--- src/rtl/cnn_pkg.sv ---
// Shared types and geometry helpers for the CNN ping-pong frame buffer.
package cnn_pkg;

  typedef enum logic {StIdle, StStream} rdState_e;

  function automatic int unsigned bytesPerRow(int unsigned rowBits, int unsigned busBits);
    return rowBits / busBits;
  endfunction

  function automatic int unsigned frameBytes(int unsigned rows, int unsigned rowBits,
                                             int unsigned busBits);
    return rows * bytesPerRow(rowBits, busBits);
  endfunction

endpackage

--- src/rtl/cnn_frame_bank.sv ---
// One frame bank: ROWS x ROW_BITS storage with byte-lane writes and a combinational row read.
module cnn_frame_bank
  import cnn_pkg::*;
#(
  parameter int unsigned DATAWIDTH_BUS = 8,
  parameter int unsigned ROWS          = 8,
  parameter int unsigned ROW_BITS      = 8,
  localparam int unsigned BYTES_PER_ROW = bytesPerRow(ROW_BITS, DATAWIDTH_BUS),
  localparam int unsigned ROW_IDX_W     = $clog2(ROWS),
  localparam int unsigned LANE_W        = (BYTES_PER_ROW > 1) ? $clog2(BYTES_PER_ROW) : 1
) (
  input  logic                     clk,
  input  logic                     wrEn,
  input  logic [ROW_IDX_W-1:0]     wrRow,
  input  logic [LANE_W-1:0]        wrLane,
  input  logic [DATAWIDTH_BUS-1:0] wrData,
  input  logic [ROW_IDX_W-1:0]     rdRow,
  output logic [ROW_BITS-1:0]      rdData
);

  logic [ROW_BITS-1:0] mem [ROWS];

  // Lane 0 is the first byte of a row and occupies the most significant bits.
  always_ff @(posedge clk) begin
    if (wrEn) begin
      for (int l = 0; l < int'(BYTES_PER_ROW); l++) begin
        if (wrLane == LANE_W'(l)) begin
          mem[wrRow][(int'(BYTES_PER_ROW) - 1 - l) * int'(DATAWIDTH_BUS) +: DATAWIDTH_BUS]
            <= wrData;
        end
      end
    end
  end

  assign rdData = mem[rdRow];

endmodule

--- src/rtl/cnn_frame_buffer.sv ---
// Ping-pong frame store: assembles SPI bytes into frames and streams rows to the CNN core.
module cnn_frame_buffer
  import cnn_pkg::*;
#(
  parameter int unsigned DATAWIDTH_BUS = 8,
  parameter int unsigned ROWS          = 8,
  parameter int unsigned ROW_BITS      = 8,
  localparam int unsigned BYTES_PER_ROW = bytesPerRow(ROW_BITS, DATAWIDTH_BUS),
  localparam int unsigned ROW_IDX_W     = $clog2(ROWS),
  localparam int unsigned LANE_W        = (BYTES_PER_ROW > 1) ? $clog2(BYTES_PER_ROW) : 1
) (
  input  logic                     cnn_frame_buffer_CLOCK_50,
  input  logic                     cnn_frame_buffer_RESET_InLow,
  input  logic                     cnn_frame_buffer_WrSof_In,
  input  logic                     cnn_frame_buffer_WrValid_In,
  input  logic [DATAWIDTH_BUS-1:0] cnn_frame_buffer_WrData_InBUS,
  output logic                     cnn_frame_buffer_WrReady_Out,
  output logic                     cnn_frame_buffer_Drop_Out,
  output logic                     cnn_frame_buffer_FrameReady_Out,
  input  logic                     cnn_frame_buffer_RdStart_In,
  output logic                     cnn_frame_buffer_RowValid_Out,
  input  logic                     cnn_frame_buffer_RowReady_In,
  output logic [ROW_BITS-1:0]      cnn_frame_buffer_RowData_OutBUS,
  output logic [ROW_IDX_W-1:0]     cnn_frame_buffer_RowIndex_OutBUS,
  output logic                     cnn_frame_buffer_RowLast_Out
);

  localparam logic [ROW_IDX_W-1:0] LastRow  = ROW_IDX_W'(ROWS - 1);
  localparam logic [LANE_W-1:0]    LastLane = LANE_W'(BYTES_PER_ROW - 1);

  logic                 clk, rstN;
  logic [1:0]           fullCntQ, fullCntD;
  logic                 wbQ, wbD, rbQ, rbD;
  logic [ROW_IDX_W-1:0] wRowQ, wRowD, rowSel;
  logic [LANE_W-1:0]    wLaneQ, wLaneD, laneSel;
  logic                 dropQ, wrAccept, frameDone, rdDone;
  rdState_e             stateQ, stateD;
  logic [ROW_IDX_W-1:0] rowIdxQ, rowIdxD;
  logic                 rowLastQ, rowLastD;
  logic [ROW_BITS-1:0]  rdData0, rdData1;

  assign clk  = cnn_frame_buffer_CLOCK_50;
  assign rstN = cnn_frame_buffer_RESET_InLow;

  // Write side: SOF forces the byte position to zero, abandoning any partial frame.
  always_comb begin
    wrAccept  = cnn_frame_buffer_WrValid_In && (fullCntQ != 2'd2);
    rowSel    = cnn_frame_buffer_WrSof_In ? '0 : wRowQ;
    laneSel   = cnn_frame_buffer_WrSof_In ? '0 : wLaneQ;
    frameDone = wrAccept && (rowSel == LastRow) && (laneSel == LastLane);
    wRowD     = wRowQ;
    wLaneD    = wLaneQ;
    wbD       = wbQ;
    if (wrAccept) begin
      if (frameDone) begin
        wRowD  = '0;
        wLaneD = '0;
        wbD    = ~wbQ;
      end else if (laneSel == LastLane) begin
        wRowD  = rowSel + 1'b1;
        wLaneD = '0;
      end else begin
        wRowD  = rowSel;
        wLaneD = laneSel + 1'b1;
      end
    end else if (cnn_frame_buffer_WrSof_In) begin
      wRowD  = '0;
      wLaneD = '0;
    end
  end

  // Read FSM.
  always_comb begin
    stateD   = stateQ;
    rowIdxD  = rowIdxQ;
    rowLastD = rowLastQ;
    rbD      = rbQ;
    rdDone   = 1'b0;
    unique case (stateQ)
      StIdle: begin
        if (cnn_frame_buffer_RdStart_In && (fullCntQ != 2'd0)) begin
          stateD   = StStream;
          rowIdxD  = '0;
          rowLastD = 1'b0;
        end
      end
      StStream: begin
        if (cnn_frame_buffer_RowReady_In) begin
          if (rowLastQ) begin
            rdDone   = 1'b1;
            stateD   = StIdle;
            rowIdxD  = '0;
            rowLastD = 1'b0;
            rbD      = ~rbQ;
          end else begin
            rowIdxD  = rowIdxQ + 1'b1;
            rowLastD = (rowIdxQ + 1'b1) == LastRow;
          end
        end
      end
      default: stateD = StIdle;
    endcase
  end

  // Simultaneous completion and release leaves the count unchanged.
  always_comb begin
    fullCntD = fullCntQ;
    if (frameDone && !rdDone)      fullCntD = fullCntQ + 2'd1;
    else if (!frameDone && rdDone) fullCntD = fullCntQ - 2'd1;
  end

  always_ff @(posedge clk or negedge rstN) begin
    if (!rstN) begin
      fullCntQ <= 2'd0;
      wbQ      <= 1'b0;
      rbQ      <= 1'b0;
      wRowQ    <= '0;
      wLaneQ   <= '0;
      dropQ    <= 1'b0;
      stateQ   <= StIdle;
      rowIdxQ  <= '0;
      rowLastQ <= 1'b0;
    end else begin
      fullCntQ <= fullCntD;
      wbQ      <= wbD;
      rbQ      <= rbD;
      wRowQ    <= wRowD;
      wLaneQ   <= wLaneD;
      dropQ    <= cnn_frame_buffer_WrValid_In && (fullCntQ == 2'd2);
      stateQ   <= stateD;
      rowIdxQ  <= rowIdxD;
      rowLastQ <= rowLastD;
    end
  end

  cnn_frame_bank #(
    .DATAWIDTH_BUS(DATAWIDTH_BUS),
    .ROWS         (ROWS),
    .ROW_BITS     (ROW_BITS)
  ) bank0 (
    .clk   (clk),
    .wrEn  (wrAccept && !wbQ),
    .wrRow (rowSel),
    .wrLane(laneSel),
    .wrData(cnn_frame_buffer_WrData_InBUS),
    .rdRow (rowIdxQ),
    .rdData(rdData0)
  );

  cnn_frame_bank #(
    .DATAWIDTH_BUS(DATAWIDTH_BUS),
    .ROWS         (ROWS),
    .ROW_BITS     (ROW_BITS)
  ) bank1 (
    .clk   (clk),
    .wrEn  (wrAccept && wbQ),
    .wrRow (rowSel),
    .wrLane(laneSel),
    .wrData(cnn_frame_buffer_WrData_InBUS),
    .rdRow (rowIdxQ),
    .rdData(rdData1)
  );

  assign cnn_frame_buffer_WrReady_Out     = (fullCntQ != 2'd2);
  assign cnn_frame_buffer_FrameReady_Out  = (fullCntQ != 2'd0);
  assign cnn_frame_buffer_Drop_Out        = dropQ;
  assign cnn_frame_buffer_RowValid_Out    = (stateQ == StStream);
  assign cnn_frame_buffer_RowIndex_OutBUS = rowIdxQ;
  assign cnn_frame_buffer_RowLast_Out     = rowLastQ;
  assign cnn_frame_buffer_RowData_OutBUS  =
    (stateQ == StStream) ? (rbQ ? rdData1 : rdData0) : '0;

endmodule
--- config.mk ---
export PLATFORM = sky130hd
export DESIGN_NAME = cnn_frame_buffer
export DESIGN_NICKNAME = d
export VERILOG_FILES = /design/src/rtl/cnn_pkg.sv /design/src/rtl/cnn_frame_bank.sv /design/src/rtl/cnn_frame_buffer.sv
export SDC_FILE = /design/constraint.sdc
export NUM_CORES = 1
export LEC_CHECK = 0
export CAP_MARGIN = 20
export CORE_UTILIZATION = 35
export DETAILED_ROUTE_END_ITERATION = 10
export GPL_TIMING_DRIVEN = 0
export PLACE_DENSITY = 0.53
export SYNTH_ARGS = -nofsm -noshare
export SYNTH_HDL_FRONTEND = slang
export SYNTH_SLANG_ARGS = --single-unit
--- constraint.sdc ---
create_clock -name cnn_frame_buffer_CLOCK_50 -period 4.1 [get_ports cnn_frame_buffer_CLOCK_50]
set_input_delay 0.41 -clock cnn_frame_buffer_CLOCK_50 [delete_from_list [all_inputs] [get_ports cnn_frame_buffer_CLOCK_50]]
set_output_delay 0.41 -clock cnn_frame_buffer_CLOCK_50 [all_outputs]
set_load 0.05 [all_outputs]
# Word-level counts from Yosys, hierarchy flattened
# Memory sizes are Yosys's and may differ from the RTL's.
# Cells that the tools add are included.
# op_classes
addsub,5
mul,0
div_mod_pow,0
magnitude_cmp,0
eq_ne,6
shifts,0
n_mux,32
n_bitwise,4
n_reduce_logical,17
# op_table
operator,n
3-bit 2-to-1 mux,7
1-bit 2-to-1 mux,18
8-bit 2-to-1 mux,2
1-bit logical AND,9
"3-bit by 1-bit adder with 3-bit output, second input constant",2
"3-bit equality test, second input constant",2
"2-bit inequality test, second input constant",3
3-bit case mux with 2 select lines,1
2-bit 2-to-1 mux,2
1-bit inverter,4
1-bit case mux with 2 select lines,2
2-bit AND reduction,2
2-bit nonzero test,2
1-bit zero test,3
3-bit AND reduction,1
"2-bit by 1-bit adder with 2-bit output, second input constant",1
"2-bit equality test, second input constant",1
"2-bit by 1-bit subtractor with 2-bit output, second input constant",1
"1-bit adder, second input constant",1
# word_totals
reg_bits,14
latchBits,0
ramBits,128
mem_bits_ro,0
input_bits,14
out_inout_bits,16
elab_cells,75
n_memories,2
# memory_table
name,words,width,read_ports,rd_ports_with_merged_regs,wr,line,rtl
bank0.mem,8,8,1,0,1,cnn_frame_bank.sv:21,logic [ROW_BITS-1:0] mem [ROWS];
bank1.mem,8,8,1,0,1,cnn_frame_bank.sv:21,

# Depth between registers and ports, before layout
# Gate-level depths: netlist (run 1).
# depth
word_depth,8
ltp_mapped,9
mapped_depth_nobuf,9

# Hierarchy
# From an unflattened synthesis (run 1), not the netlist that was laid out.
# hier_totals
cells_unflattened,290
hier_area_um2,5918.2
# modules_own_cells
mod,instances,cells_each,area_per_inst_um2,seq_area_each_um2
cnn_frame_bank,2,106,2537.4,1921.8
cnn_frame_buffer,1,78,843.3,350.3

# Worst setup path after synthesis (run 1)
# No wires, ideal clock.
# synth_path
path_type,register to output
start,register rowIdxQ[2] (netlist: cnn_frame_buffer_RowIndex_OutBUS[2])
end,output port cnn_frame_buffer_RowData_OutBUS[0]
arrival_time_ns,2.165
t_required_ns,3.690
setup_slack_ns,1.525
path_stages_with_launch,7
path_buffers,2
path_cell_list,dfrtp_1 buf_2 nor2_1 buf_2 a22oi_1 nand2_1 o21ai_1
# synth_via
elab_chain_cells,3
word_cells_on_any_way,4
classes_between,mux (2); memory (2)
# synth_rtl
element,line,rtl
"start, declared",cnn_frame_buffer.sv:38,"logic [ROW_IDX_W-1:0] rowIdxQ, rowIdxD;"
"start signal, assigned",cnn_frame_buffer.sv:131,rowIdxQ <= rowIdxD;
memory 8 x 8 bit,n/a,
8-bit 2-to-1 mux (*) (2 in series),cnn_frame_buffer.sv:171,(stateQ == StStream) ? (rbQ ? rdData1 : rdData0) : '0;
"end, declared",cnn_frame_buffer.sv:23,"output logic [ROW_BITS-1:0] cnn_frame_buffer_RowData_OutBUS,"
# Mark *: on every way between the ends. The rest lies on a longest branch, timed or not.

# Final worst setup path (run 1)
# layout_path
start,register rowIdxQ[1] (netlist: cnn_frame_buffer_RowIndex_OutBUS[1])
end,output port cnn_frame_buffer_RowData_OutBUS[5]
# Same word-level chain as after synthesis.

==> summary by stage, run 1 <==
Status
The flow ran to the end, and the final reports show no timing, DRC or antenna violations.

Finish
The area used by sequential logic in the layout is 0.00419 sq mm. The final cell count without fillers is 635. The multi-input combinational cell area is 0.00151 sq mm. Measured on the finished design, the core utilization comes to 0.436. The number of filler instances in the final layout is 1469.

The growth of design area from synthesis to finish is 20.1%. The number of nets in the layout is 426. In the final layout, the share of cells above drive strength 1 is 0.141. 0 antenna diodes ended up in the layout.

Run
The number of maximum-capacitance violations is 0.

Die
The area of the die is 0.0172 sq mm. The die is 131 microns tall. The cell row count is 46. The area of the placeable core is 0.0161 sq mm. The initial utilization of the core area, before any placement, comes to 0.363.

The number of top-level design ports is 30. Measured along the x axis, the die boundary spans 131 microns.

Timing
Measured against its own limit, the worst slew margin works out to 0.345. The pin slew with the least headroom to its limit is 0.978 ns. Setup slack on the critical path of the routed design comes to 0.390 ns.

The number of hold violations in the final report was 0. Setup violations remaining at the end of the flow were counted as 0. Setup repair after global routing left no endpoint under its margin. The setup TNS after final layout is 0 ns. Of the available clock period, the critical path in the final layout requires 0.905. The total count of max-transition violations in the final report is 0. The clock period could shrink to 3.71 ns.

For the final database, setup skew stands at 0.00444 ns. Based on the critical path, the design can be clocked at up to 270 MHz.

Placed design
The number of I/O port buffers is 29. The final weighted congestion of routability-driven global placement is 0.764. After detailed placement, the design holds a cell count of 603. The worst setup slack after placement is 0.778 ns. Once detailed placement completed, the half-perimeter wirelength came to 8370 microns.

Synthesis
In this run the cell area of the synthesized design comes to 0.00584 sq mm. Of the synthesized area, sequential elements account for 0.718. The number of instances in the synthesized netlist is 355. The net count after synthesis is 374.

The number of warning messages in the yosys log is 0. Synthesis inferred 142 register bits. Counting distinct cell types in the post-synthesis netlist gives 36.

The average instance area after synthesis is 16.5 sq um.

Worst setup path
The type of the worst setup path is flop to output pin. The largest single stage delay on the critical path is 0.85 ns. The category of the worst setup path capture point is an output pin. STA classifies the critical path startpoint as a flop. STA puts the critical path data required time at 3.69 ns. The worst register-to-register path ends at bank1.mem[2][0]. Along the worst path, the maximum fanout reaches 13. The logic depth of the worst register-to-register path is 6. The most critical setup path has its startpoint at cnn_frame_buffer_RowIndex_OutBUS[1]. The startpoint identified for the worst register-to-register timing path is fullCntQ[0]. Walking the worst path, the cells encountered are nor2b_1 > clkbuf_1 > buf_2 > a22oi_1 > nand3_1 > o21ai_1 > clkdlybuf4s50_1. In this run the worst setup path terminates at cnn_frame_buffer_RowData_OutBUS[5].

The arrival time of data at the critical path endpoint is 3.30 ns. The slowest cell on the critical path is sky130_fd_sc_hd__clkdlybuf4s50_1. The setup check on the worst reg-to-reg path leaves a slack of 1.70 ns.

GRT
The total routing usage reported by global routing is 0.161. The number of global-route vias before repair is 3263. The maximum number of pins on one net before global-route repair is 17. The number of antenna violations at the first check in global routing came to 0. After global routing the overflow that remains totals 0.

The first global-routing pass estimated 19700 microns of wire.

Clock network
The number of clock sinks seen by CTS is 142. The clock tree synthesis step divided the H-tree into 4 levels. The number of setup buffers added after CTS is 0. Hold repair after CTS inserted 0 buffers.

The clock tree root driver cell is sky130_fd_sc_hd__clkbuf_16. Once the clock tree was built, the resizer swapped 0 gates to a different size. The clock passes through at most 2 buffers.

The TritonCTS buffer count is 17. The clock tree from TritonCTS is done. The source-to-sink clock delay at the later pin of the worst-skew pair is 0.41 ns.

Clock-pin slew was measured on the worst setup and hold paths at 0.06 ns.

Route
In the routed layout, each cell is associated on average with a via count of 4.95. The routed design has 12900 microns of wire. The post-route DRC violation count is 0. The routed layout has 3146 vias. The count of nets left with antenna violations once routing finished came out at 0. The mean routed wirelength per cell is 20.3 microns. The first-pass iteration count of the detailed router is 4. The detailed router finished its first iteration with 248 violations.

Hold path
The path category of the worst min-delay check is primary input to asynchronous set/reset pin.

Power and ir drop
The cell leakage power is 2.45 nW. The overall power of the completed layout is 4.00 mW. Dividing total power by cell area gives a power density of 570 mW/mm^2. The maximum vdd ir drop is 0.318 mV.
==> routing by layer <==
layer  global-route usage  up-vias  wire length, microns
li1                     -     1479                     -
met1                0.215     1576                  5900
met2                0.256       85                  6270
met3               0.0436        6                   641
met4               0.0451        0                    83
met5                    0        -                     0
==> Yosys cell counts (all sizes together) <==
master,instances,area (sq um)
a21oi,2,10.0
a22o,1,8.76
a22oi,27,203
and2,2,12.5
and3,1,6.26
buf,14,126
clkbuf,3,11.3
dfrtp,14,350
edfxtp,128,3840
ha,5,62.6
inv,4,15.0
mux2,1,11.3
mux2i,55,551
mux4,5,113
nand2,17,71.3
nand2b,13,91.3
nand3,10,50.1
nand3b,3,22.5
nor2,16,60.1
nor2b,6,37.5
nor3,4,25.0
nor4,2,27.5
o21a,2,15.0
o21ai,14,70.1
or2,1,6.26
xnor2,2,17.5
xor2,3,26.3
==> metrics by stage <==
stage	hold WS, ns	instance area (sq um)
after global placement	0.482	6400
after global routing	0.431	7020
after CTS	0.405	7010
after detailed placement	0.495	6430
final	0.385	7020
after floorplan	0.114	5840
==> flip-flops by register name (all words and copies together) (netlist names) <==
register / flops
bank0.mem: 64
rbQ: 1
cnn_frame_buffer_Drop_Out: 1
bank1.mem: 64
wbQ: 1
wRowQ: 3
wLaneQ: 1
fullCntQ: 2
cnn_frame_buffer_RowLast_Out: 1
cnn_frame_buffer_RowValid_Out: 1
cnn_frame_buffer_RowIndex_OutBUS: 3
==> cells by family after synthesis <==
logic type	synth area share
AOI/OAI and AO/OA	0.0525
DFF	0.718
buffers and inverters	0.0261
and+or+nand+nor	0.0702
muxes	0.115
xor gates and xnor gates	0.00749
adders and majority gates	0.0107
==> worst max-delay path: cells and delay by family, from the launching register on <==
family	cells	cell delay, ns
buffers and inverters	3	1.36
and+or+nand+nor	2	0.24
AOI/OAI and AO/OA	2	0.51
DFF	1	0.75
==> area by class of cell <==
cell class,count,share of cell area
inverter,4,0.00214
clock inverter,11,0.0205
sequential,142,0.598
buffer,17,0.0196
clock buffer,20,0.0622
multi-input combinational,192,0.215
timing repair buffer,33,0.0446
tap,216,0.0385
==> layout by cell type, fill, tap and decap left out, types with 3 or more instances in the layout <==
master                              n
sky130_fd_sc_hd__nor2_1            16
sky130_fd_sc_hd__a22oi_1           27
sky130_fd_sc_hd__buf_6              5
sky130_fd_sc_hd__clkinvlp_4         3
sky130_fd_sc_hd__clkbuf_16         17
sky130_fd_sc_hd__clkbuf_1           6
sky130_fd_sc_hd__ha_1               5
sky130_fd_sc_hd__nand3b_1           3
sky130_fd_sc_hd__clkdlybuf4s50_1   29
sky130_fd_sc_hd__bufinv_16          3
sky130_fd_sc_hd__xor2_1             3
sky130_fd_sc_hd__dfrtp_1           14
sky130_fd_sc_hd__buf_2              8
sky130_fd_sc_hd__nand3_1           10
sky130_fd_sc_hd__edfxtp_1         128
sky130_fd_sc_hd__inv_1              4
sky130_fd_sc_hd__nand2_1           16
sky130_fd_sc_hd__nor2b_1            6
sky130_fd_sc_hd__o21ai_1            8
sky130_fd_sc_hd__buf_4              3
sky130_fd_sc_hd__mux4_2             5
sky130_fd_sc_hd__mux2i_1           55
sky130_fd_sc_hd__o21ai_0            6
sky130_fd_sc_hd__nand2b_1          11
==> worst min path at each step <==
stage,cells after the start,end,startpoint
3_3_place_gp,1,rbQ,rbQ
5_1_grt,1,fullCntQ[1],cnn_frame_buffer_RESET_InLow
4_1_cts,1,wRowQ[1],cnn_frame_buffer_RESET_InLow
3_5_place_dp,1,rbQ,rbQ
2_1_floorplan,0,cnn_frame_buffer_Drop_Out,cnn_frame_buffer_RESET_InLow
6_report,1,wRowQ[1],cnn_frame_buffer_RESET_InLow
==> power breakdown <==
| part | internal [mW] | switching [mW] | total (mW) |
|---|---|---|---|
| clock network | 0.949 | 0.566 | 1.52 |
| registers | 1.61 | 0.0373 | 1.64 |
| logic | 0.347 | 0.491 | 0.838 |
Power figures use the tool's default switching activity.
==> run 2, diff against run 1 <==
--- a/config.mk
+++ b/config.mk
@@ -6,6 +6,7 @@
 export NUM_CORES = 1
 export LEC_CHECK = 0
 export CAP_MARGIN = 20
+export CORE_MARGIN = 2
 export CORE_UTILIZATION = 35
 export DETAILED_ROUTE_END_ITERATION = 10
 export GPL_TIMING_DRIVEN = 0
==> run 2 against run 1 <==
Against the previous run: combinational power grew 0.7%; clock skew rose by 0.0021 ns; hold slack better by 0.0024 ns; critical endpoint unchanged.
==> summary by stage, run 2 (synthesis gave the netlist of run 1 again) <==
Clock network
The number of buffers inserted by hold repair at cts is 0 (unchanged). The post-CTS clock slew at the launch and capture registers of the worst setup and hold paths is 0.06 ns (about the same). The TritonCTS buffer count is 17 (unchanged). The number of post-CTS setup repair buffers is 0 (unchanged). The clock tree root driver cell is sky130_fd_sc_hd__clkbuf_16. The clock tree from TritonCTS is done. The quantity of gates resized following cts was 0 (unchanged). The number of clock sinks seen by CTS is 142 (unchanged).

The worst-case clock buffer depth is 2 (unchanged). The source-to-sink clock delay at the later pin of the worst-skew pair was 0.41 ns (about the same). The number of H-tree levels is 4 (unchanged).

Worst setup path
The critical-path maximum fanout is 13 (unchanged). The slowest cell on the critical path is sky130_fd_sc_hd__clkdlybuf4s50_1. The arrival time of data at the critical path endpoint was 3.12 ns (-0.18 ns).

The critical path goes through nor2_1 > buf_2 > a22oi_1 > nand3_1 > o21ai_1 > clkdlybuf4s50_1. The data required time of the critical path is 3.69 ns (about the same). The count of buffer and inverter cells on the critical path is 2 (-1). The longest individual stage delay on the worst path is 0.83 ns (-0.02 ns). The type of the worst setup path is flop to output pin. The type of origin of the critical path is a flop.

The category of the worst setup path capture point is an output pin. On the critical path the largest part of the delay comes from buffers and inverters.

Power and ir drop
The power density of the placed cells is 588 mW/mm^2 (+3.2%). The share of total power in the clock network is 0.404 (+0.025). The net switching power is 1.08 mW (-1.1%).

The cell leakage power is 2.48 nW (+1.2%). The net switching fraction of the power is 0.260 (-0.0141). The maximum vdd ir drop is 0.273 mV (-14%).

The internal power component is 3.09 mW (+6.3%). The sequential share of power is 0.394 (-0.017). The relative contribution of combinational cells to total power is 0.202 (-0.008).

Die
The die width is 133 microns (+1.5%). The cell row count is 47 (+2.2%). The area of the die came to 0.0177 sq mm (+3.1%). The effective utilization at floorplan is 0.355 (-0.00772). The number of top-level design ports came to 30 (unchanged). The area of the placeable core was 0.0165 sq mm (+2.2%). The height of the die is 133 microns (+1.5%).

Timing
The post-route fraction of the period consumed by the critical path came to 0.862 (-0.0427). The pin slew with the least headroom to its limit came to 0.951 ns (-0.0274 ns). The count of endpoints failing setup in the final report is 0 (unchanged).

The total count of max-transition violations in the final report is 0 (unchanged). The achievable frequency came to 283 MHz (+4.9%). Setup repair after global routing left no endpoint under its margin.

The remaining max-slew budget at the tightest pin is 0.364 (+0.0183). The setup TNS after final layout was 0 ns (unchanged). The final critical delay including setup and external delays was 3.53 ns (-0.175 ns). The clock skew is 0.00650 ns (+0.00207 ns). The number of hold violations in the final report is 0 (unchanged).

Placed design
The final weighted congestion of routability-driven global placement is 0.770 (+0.79%). The placement-stage cell area was 0.00644 sq mm (about the same). The sum of net half-perimeters after detailed placement is 8380 microns (+0.13%). The number of I/O port buffers came to 29 (unchanged).

Route
The total number of vias is 3114 (-1.0%). The total wirelength of the detailed-routed design is 12700 microns (-1.5%). The post-route DRC violation count came to 0 (unchanged). The first-iteration detailed-routing DRC count came to 242 (-2.4%). The via count normalized by instance count is 4.87 (-1.8%). The first-pass iteration count of the detailed router was 5 (+1). The mean routed wirelength per cell came to 19.8 microns (-2.3%). The number of nets still failing antenna checks after routing is 0 (unchanged).

GRT
The first-pass GRT wire length is 18900 microns (-4.1%). The number of antenna violations at the first check in global routing was 0 (unchanged). The routing usage on met1 is 0.195 (-0.0200).

The number of global-route vias before repair is 3102 (-4.9%). The total routing usage reported by global routing is 0.151 (-0.00989). The global routing met3 resource utilization was 0.0388 (-0.00478). The maximum number of pins on one net before global-route repair is 17 (unchanged). met2 is the most crowded layer. The routing usage on met2 is 0.244 (-0.0127).

The sum of overflow across all layers after global routing is 0 (unchanged).

Finish
The number of nets in the layout is 426 (unchanged). Leaving out fill and tap cells, the most frequent cells in the layout are sky130_fd_sc_hd__edfxtp_1 (128), sky130_fd_sc_hd__mux2i_1 (55), sky130_fd_sc_hd__clkdlybuf4s50_1 (29). In the final layout, the registers with the most flip-flops are bank0.mem x64, bank1.mem x64. The number of filler instances in the final layout is 1490 (+1.4%). The share of post-route cells with drive strength above 1 is 0.138 (-0.00272).

The growth of design area from synthesis to finish is 21.3%. The number of antenna diodes was 0 (unchanged). The cell area after layout is 0.00709 sq mm (+1.0%). The leading cell type in the layout, fill and taps excluded is sky130_fd_sc_hd__edfxtp_1.

Hold path
The tightest min-delay check is of the primary input to asynchronous set/reset pin type.

Status
The run finished with clean final reports.

Run
The number of maximum-capacitance violations is 0 (unchanged).
run 2: power by group through the flow:
stage | combinational [mW] | clock (mW) | sequential (mW)
2_1_floorplan | 0.563 | 0 | 1.70
3_5_place_dp | 0.858 | 0 | 1.67
3_3_place_gp | 0.853 | 0 | 1.67
5_1_grt | 0.902 | 1.76 | 1.65
4_1_cts | 0.861 | 1.71 | 1.64
6_report | 0.844 | 1.68 | 1.64
run 2: area by class of cell:
class	instances	area (sq um)	share of cell area
clock buffers	19	433	0.0611
clock inverters	13	219	0.0309
plain buffers	17	138	0.0194
inverters	4	15.0	0.00212
repair buffers	33	313	0.0441
flip-flops and latches	142	4190	0.591
multi-input cells	192	1500	0.212
well taps	220	275	0.0388
run 2: final timing paths:
check | from | endpoint | slack [ns] | cells past startpoint
min | cnn_frame_buffer_RESET_InLow | cnn_frame_buffer_Drop_Out | 0.39 | 1
max reg2reg | fullCntQ[0] | bank0.mem[0][3] | 1.87 | 6
max in group asynchronous | cnn_frame_buffer_RESET_InLow | wRowQ[0] | 3.30 | 1
max | cnn_frame_buffer_RowIndex_OutBUS[1] | cnn_frame_buffer_RowData_OutBUS[5] | 0.57 | 6
min reg2reg | rbQ | rbQ | 0.49 | 1
min in group cnn_frame_buffer_CLOCK_50 | rbQ | rbQ | 0.49 | 1
run 2: metrics by stage:
stage	setup slack, ns	total power [mW]	util	std cells	hold slack [ns]
3_5_place_dp	0.968	2.53	0.391	608	0.491
6_report	0.565	4.17	0.431	640	0.387
2_1_floorplan	1.52	2.26	-	355	0.114
3_3_place_gp	0.751	2.52	0.389	604	0.482
5_1_grt	0.445	4.31	0.431	640	0.436
4_1_cts	0.513	4.21	0.431	640	0.404
run 2: per-layer routing:
layer,up-vias,wire (microns)
li1,1470,-
met1,1542,5660
met2,86,6160
met3,16,614
met4,0,267
met5,-,0
==> run 3, diff against run 2 <==
--- a/config.mk
+++ b/config.mk
@@ -10,7 +10,7 @@
 export CORE_UTILIZATION = 35
 export DETAILED_ROUTE_END_ITERATION = 10
 export GPL_TIMING_DRIVEN = 0
-export PLACE_DENSITY = 0.53
+export PLACE_DENSITY = 0.55
 export SYNTH_ARGS = -nofsm -noshare
 export SYNTH_HDL_FRONTEND = slang
 export SYNTH_SLANG_ARGS = --single-unit
==> constraint.sdc (replaced) <==
create_clock -name cnn_frame_buffer_CLOCK_50 -period 3.1 [get_ports cnn_frame_buffer_CLOCK_50]
set_input_delay 0.31 -clock cnn_frame_buffer_CLOCK_50 [delete_from_list [all_inputs] [get_ports cnn_frame_buffer_CLOCK_50]]
set_output_delay 0.31 -clock cnn_frame_buffer_CLOCK_50 [all_outputs]
set_load 0.05 [all_outputs]
==> run 3 against run 2 <==
Against the previous run: sequential cell count did not move; non-clock buffer count did not move; count of clock-buffer cells in the layout rose by 10; core utilization fell by 1.0 points; critical path depth rose by 1; sequential share of layout area rose by 1.4 points; clock power rose by 3%; hold slack got worse by 0.085 ns; largest power group is now registers; combinational power rose by 30%; design area fell by 2.3%; final cell count did not move.
==> summary by stage, run 3 (synthesis gave the netlist of run 1 again) <==
Status
The flow ran to the end, and the final reports show no timing, DRC or antenna violations.

Finish
The area used by sequential logic in the layout is 0.00420 sq mm (about the same). The number of antenna diodes was 0 (unchanged). The number of nets in the layout is 426 (unchanged). The share of post-route cells with drive strength above 1 was 0.131 (-0.00714). The number of filler instances in the final layout is 1538 (+3.2%). The cell area after layout is 0.00692 sq mm (-2.3%). Relative to the synthesized area, the layout overhead comes to 18.5%.

The leading cell type in the layout, fill and taps excluded is sky130_fd_sc_hd__edfxtp_1. The multi-input combinational cell area was 0.00151 sq mm (+0.17%). In the layout the commonest cells are sky130_fd_sc_hd__edfxtp_1 (128), sky130_fd_sc_hd__mux2i_1 (55), sky130_fd_sc_hd__a22oi_1 (27). The largest registers in the layout are bank0.mem x64, bank1.mem x64.

GRT
The total routing usage reported by global routing came to 0.154 (+0.00311). The number of antenna violations at the first check in global routing was 0 (unchanged). The first-pass GRT wire length is 19300 microns (+1.9%). The number of global-route vias before repair was 3217 (+3.7%). The sum of overflow across all layers after global routing is 0 (unchanged).

The maximum number of pins on one net before global-route repair is 17 (unchanged).

Timing
The worst path needs 2.95 ns of the cycle, external delays included. The number of hold violations in the final report is 0 (unchanged). The count of endpoints failing setup in the final report was 0 (unchanged). The total count of max-transition violations in the final report was 0 (unchanged). For this run, the top clock speed supported by timing is 339 MHz. The remaining max-slew budget at the tightest pin was 0.343 (-0.0202). The post-route fraction of the period consumed by the critical path is 0.951. The minimum setup slack in the final design was 0.151 ns (-0.414 ns). The clock skew is 0.0128 ns (+0.00627 ns).

Setup repair after global routing left no endpoint under its margin. The pin slew with the least headroom to its limit is 0.981 ns (+0.0303 ns).

Die
The effective utilization at floorplan is 0.355 (unchanged). The area of the die came to 0.0177 sq mm (unchanged). The die width was 133 microns (unchanged). The number of top-level design ports is 30 (unchanged). The area of the placeable core is 0.0165 sq mm (unchanged). The cell row count is 47 (unchanged). The height of the die is 133 microns (unchanged).

Clock network
The TritonCTS buffer count came to 17 (unchanged). The number of H-tree levels is 4 (unchanged). The worst-case clock buffer depth came to 2 (unchanged). The post-CTS clock slew at the launch and capture registers of the worst setup and hold paths is 0.05 ns (about the same). The number of clock sinks seen by CTS came to 142 (unchanged). The number of buffers inserted by hold repair at cts is 0 (unchanged). The clock tree root driver cell is sky130_fd_sc_hd__clkbuf_16. TritonCTS built the clock tree. The source-to-sink clock delay at the later pin of the worst-skew pair came to 0.42 ns (about the same).

Placed design
The placement-stage cell area is 0.00644 sq mm (unchanged). The sum of net half-perimeters after detailed placement came to 8360 microns (-0.29%). The worst setup slack after placement is 0.0777 ns (-0.890 ns).

The number of I/O port buffers came to 29 (unchanged). The final weighted congestion of routability-driven global placement is 0.752 (-2.3%).

Route
The first-pass iteration count of the detailed router is 4 (-1). The total number of vias is 3104 (-0.32%). The total length of routed met3 wires is 634 microns (+3.3%). The met1 layer wirelength in the final routing is 5750 microns (+1.5%). The wire length on met2 is 6330 microns (+2.7%). The number of nets still failing antenna checks after routing came to 0 (unchanged). The mean routed wirelength per cell came to 20.0 microns (+0.96%). The topmost layer with routed signal wires is met4. The post-route DRC violation count is 0 (unchanged). The first-iteration detailed-routing DRC count was 319 (+32%). The total wirelength of the detailed-routed design came to 12800 microns (+0.96%). The via count normalized by instance count is 4.85 (-0.32%).

Worst setup path
The worst setup path is captured at an output pin. The arrival time of data at the critical path endpoint came to 2.64 ns (-0.48 ns). The critical-path maximum fanout is 10 (-3). The data required time of the critical path is 2.79 ns (-0.90 ns). The setup path with the least slack is of type flop to output pin.

The worst setup path is launched from a flop.

Power and ir drop
The cell leakage power was 2.45 nW (-1.3%). The maximum vdd ir drop is 0.370 mV (+36%). The power density of the placed cells came to 722 mW/mm^2 (+23%).

Run
The number of maximum-capacitance violations was 0 (unchanged).

Hold path
In this run the worst hold path is classified as primary input to asynchronous set/reset pin.
[run 3: cell types whose count changed in the layout (fill, tap and decap cells not counted), sizes merged]
| cell | before | now |
|---|---|---|
| clkbuf | 22 | 33 |
| dlygate4sd2 | 0 | 7 |
| bufinv | 6 | 0 |
| clkinvlp | 3 | 0 |
| clkinv | 4 | 3 |
| clkdlybuf4s50 | 29 | 21 |
[run 3: power by group]
| group | switching [mW] | internal [mW] |
|---|---|---|
| registers | 0.0481 | 2.13 |
| clock network | 0.688 | 1.04 |
| logic | 0.653 | 0.446 |
| total | 1.39 | 3.61 |
[run 3: layout make-up]
class / count / area share
clock buffers: 29 / 0.0694
multi-input cells: 192 / 0.218
flip-flops and latches: 142 / 0.606
plain buffers: 17 / 0.0199
inverters: 4 / 0.00217
well taps: 220 / 0.0398
repair buffers: 33 / 0.0432
clock inverters: 3 / 0.00217
[run 3: metal layers]
layer	GRT usage	vias up
met5	0	-
met3	0.0339	10
li1	-	1477
met1	0.203	1541
met4	0.0615	0
met2	0.249	76
[run 3: worst paths after layout]
check / slack [ns] / endpoint / from / cells after the start
min reg2reg: 0.50 / rbQ / rbQ / 1
min in group cnn_frame_buffer_CLOCK_50: 0.46 / cnn_frame_buffer_Drop_Out / cnn_frame_buffer_WrValid_In / 3
max in group asynchronous: 2.33 / cnn_frame_buffer_RowIndex_OutBUS[1] / cnn_frame_buffer_RESET_InLow / 1
max reg2reg: 0.85 / bank0.mem[5][2] / fullCntQ[0] / 6
min: 0.30 / cnn_frame_buffer_Drop_Out / cnn_frame_buffer_RESET_InLow / 1
max: 0.15 / cnn_frame_buffer_RowData_OutBUS[0] / cnn_frame_buffer_RowIndex_OutBUS[2] / 7
[run 3: worst max-delay path, cell delays in order (launching register included)]
cell	delay [ns]
sky130_fd_sc_hd__dfrtp_1	0.46
sky130_fd_sc_hd__buf_2	0.34
sky130_fd_sc_hd__nor2_2	0.15
sky130_fd_sc_hd__buf_2	0.24
sky130_fd_sc_hd__a22oi_1	0.20
sky130_fd_sc_hd__nand2_1	0.11
sky130_fd_sc_hd__o21ai_1	0.17
sky130_fd_sc_hd__dlygate4sd2_1	0.55
[run 3: stage by stage]
stage           util  setup TNS (ns)  power (mW)  hold WS, ns  std cells
5_1_grt        0.421               0        5.21        0.332        640
3_3_place_gp   0.389           -1.93        3.34        0.482        604
3_5_place_dp   0.391               0        3.35        0.493        608
2_1_floorplan      -               0        2.99       0.0144        355
6_report       0.421               0        5.00        0.303        640
4_1_cts        0.421               0        5.06        0.298        640
[run 3: timing repair]
action | 4_1_cts | 5_1_grt
hold endpoints to repair | 0 | 0
gates cloned | 0 | 0
gates resized for setup | 10 | 2
endpoints found under the setup margin | 8 | 1
setup buffers | 0 | 0
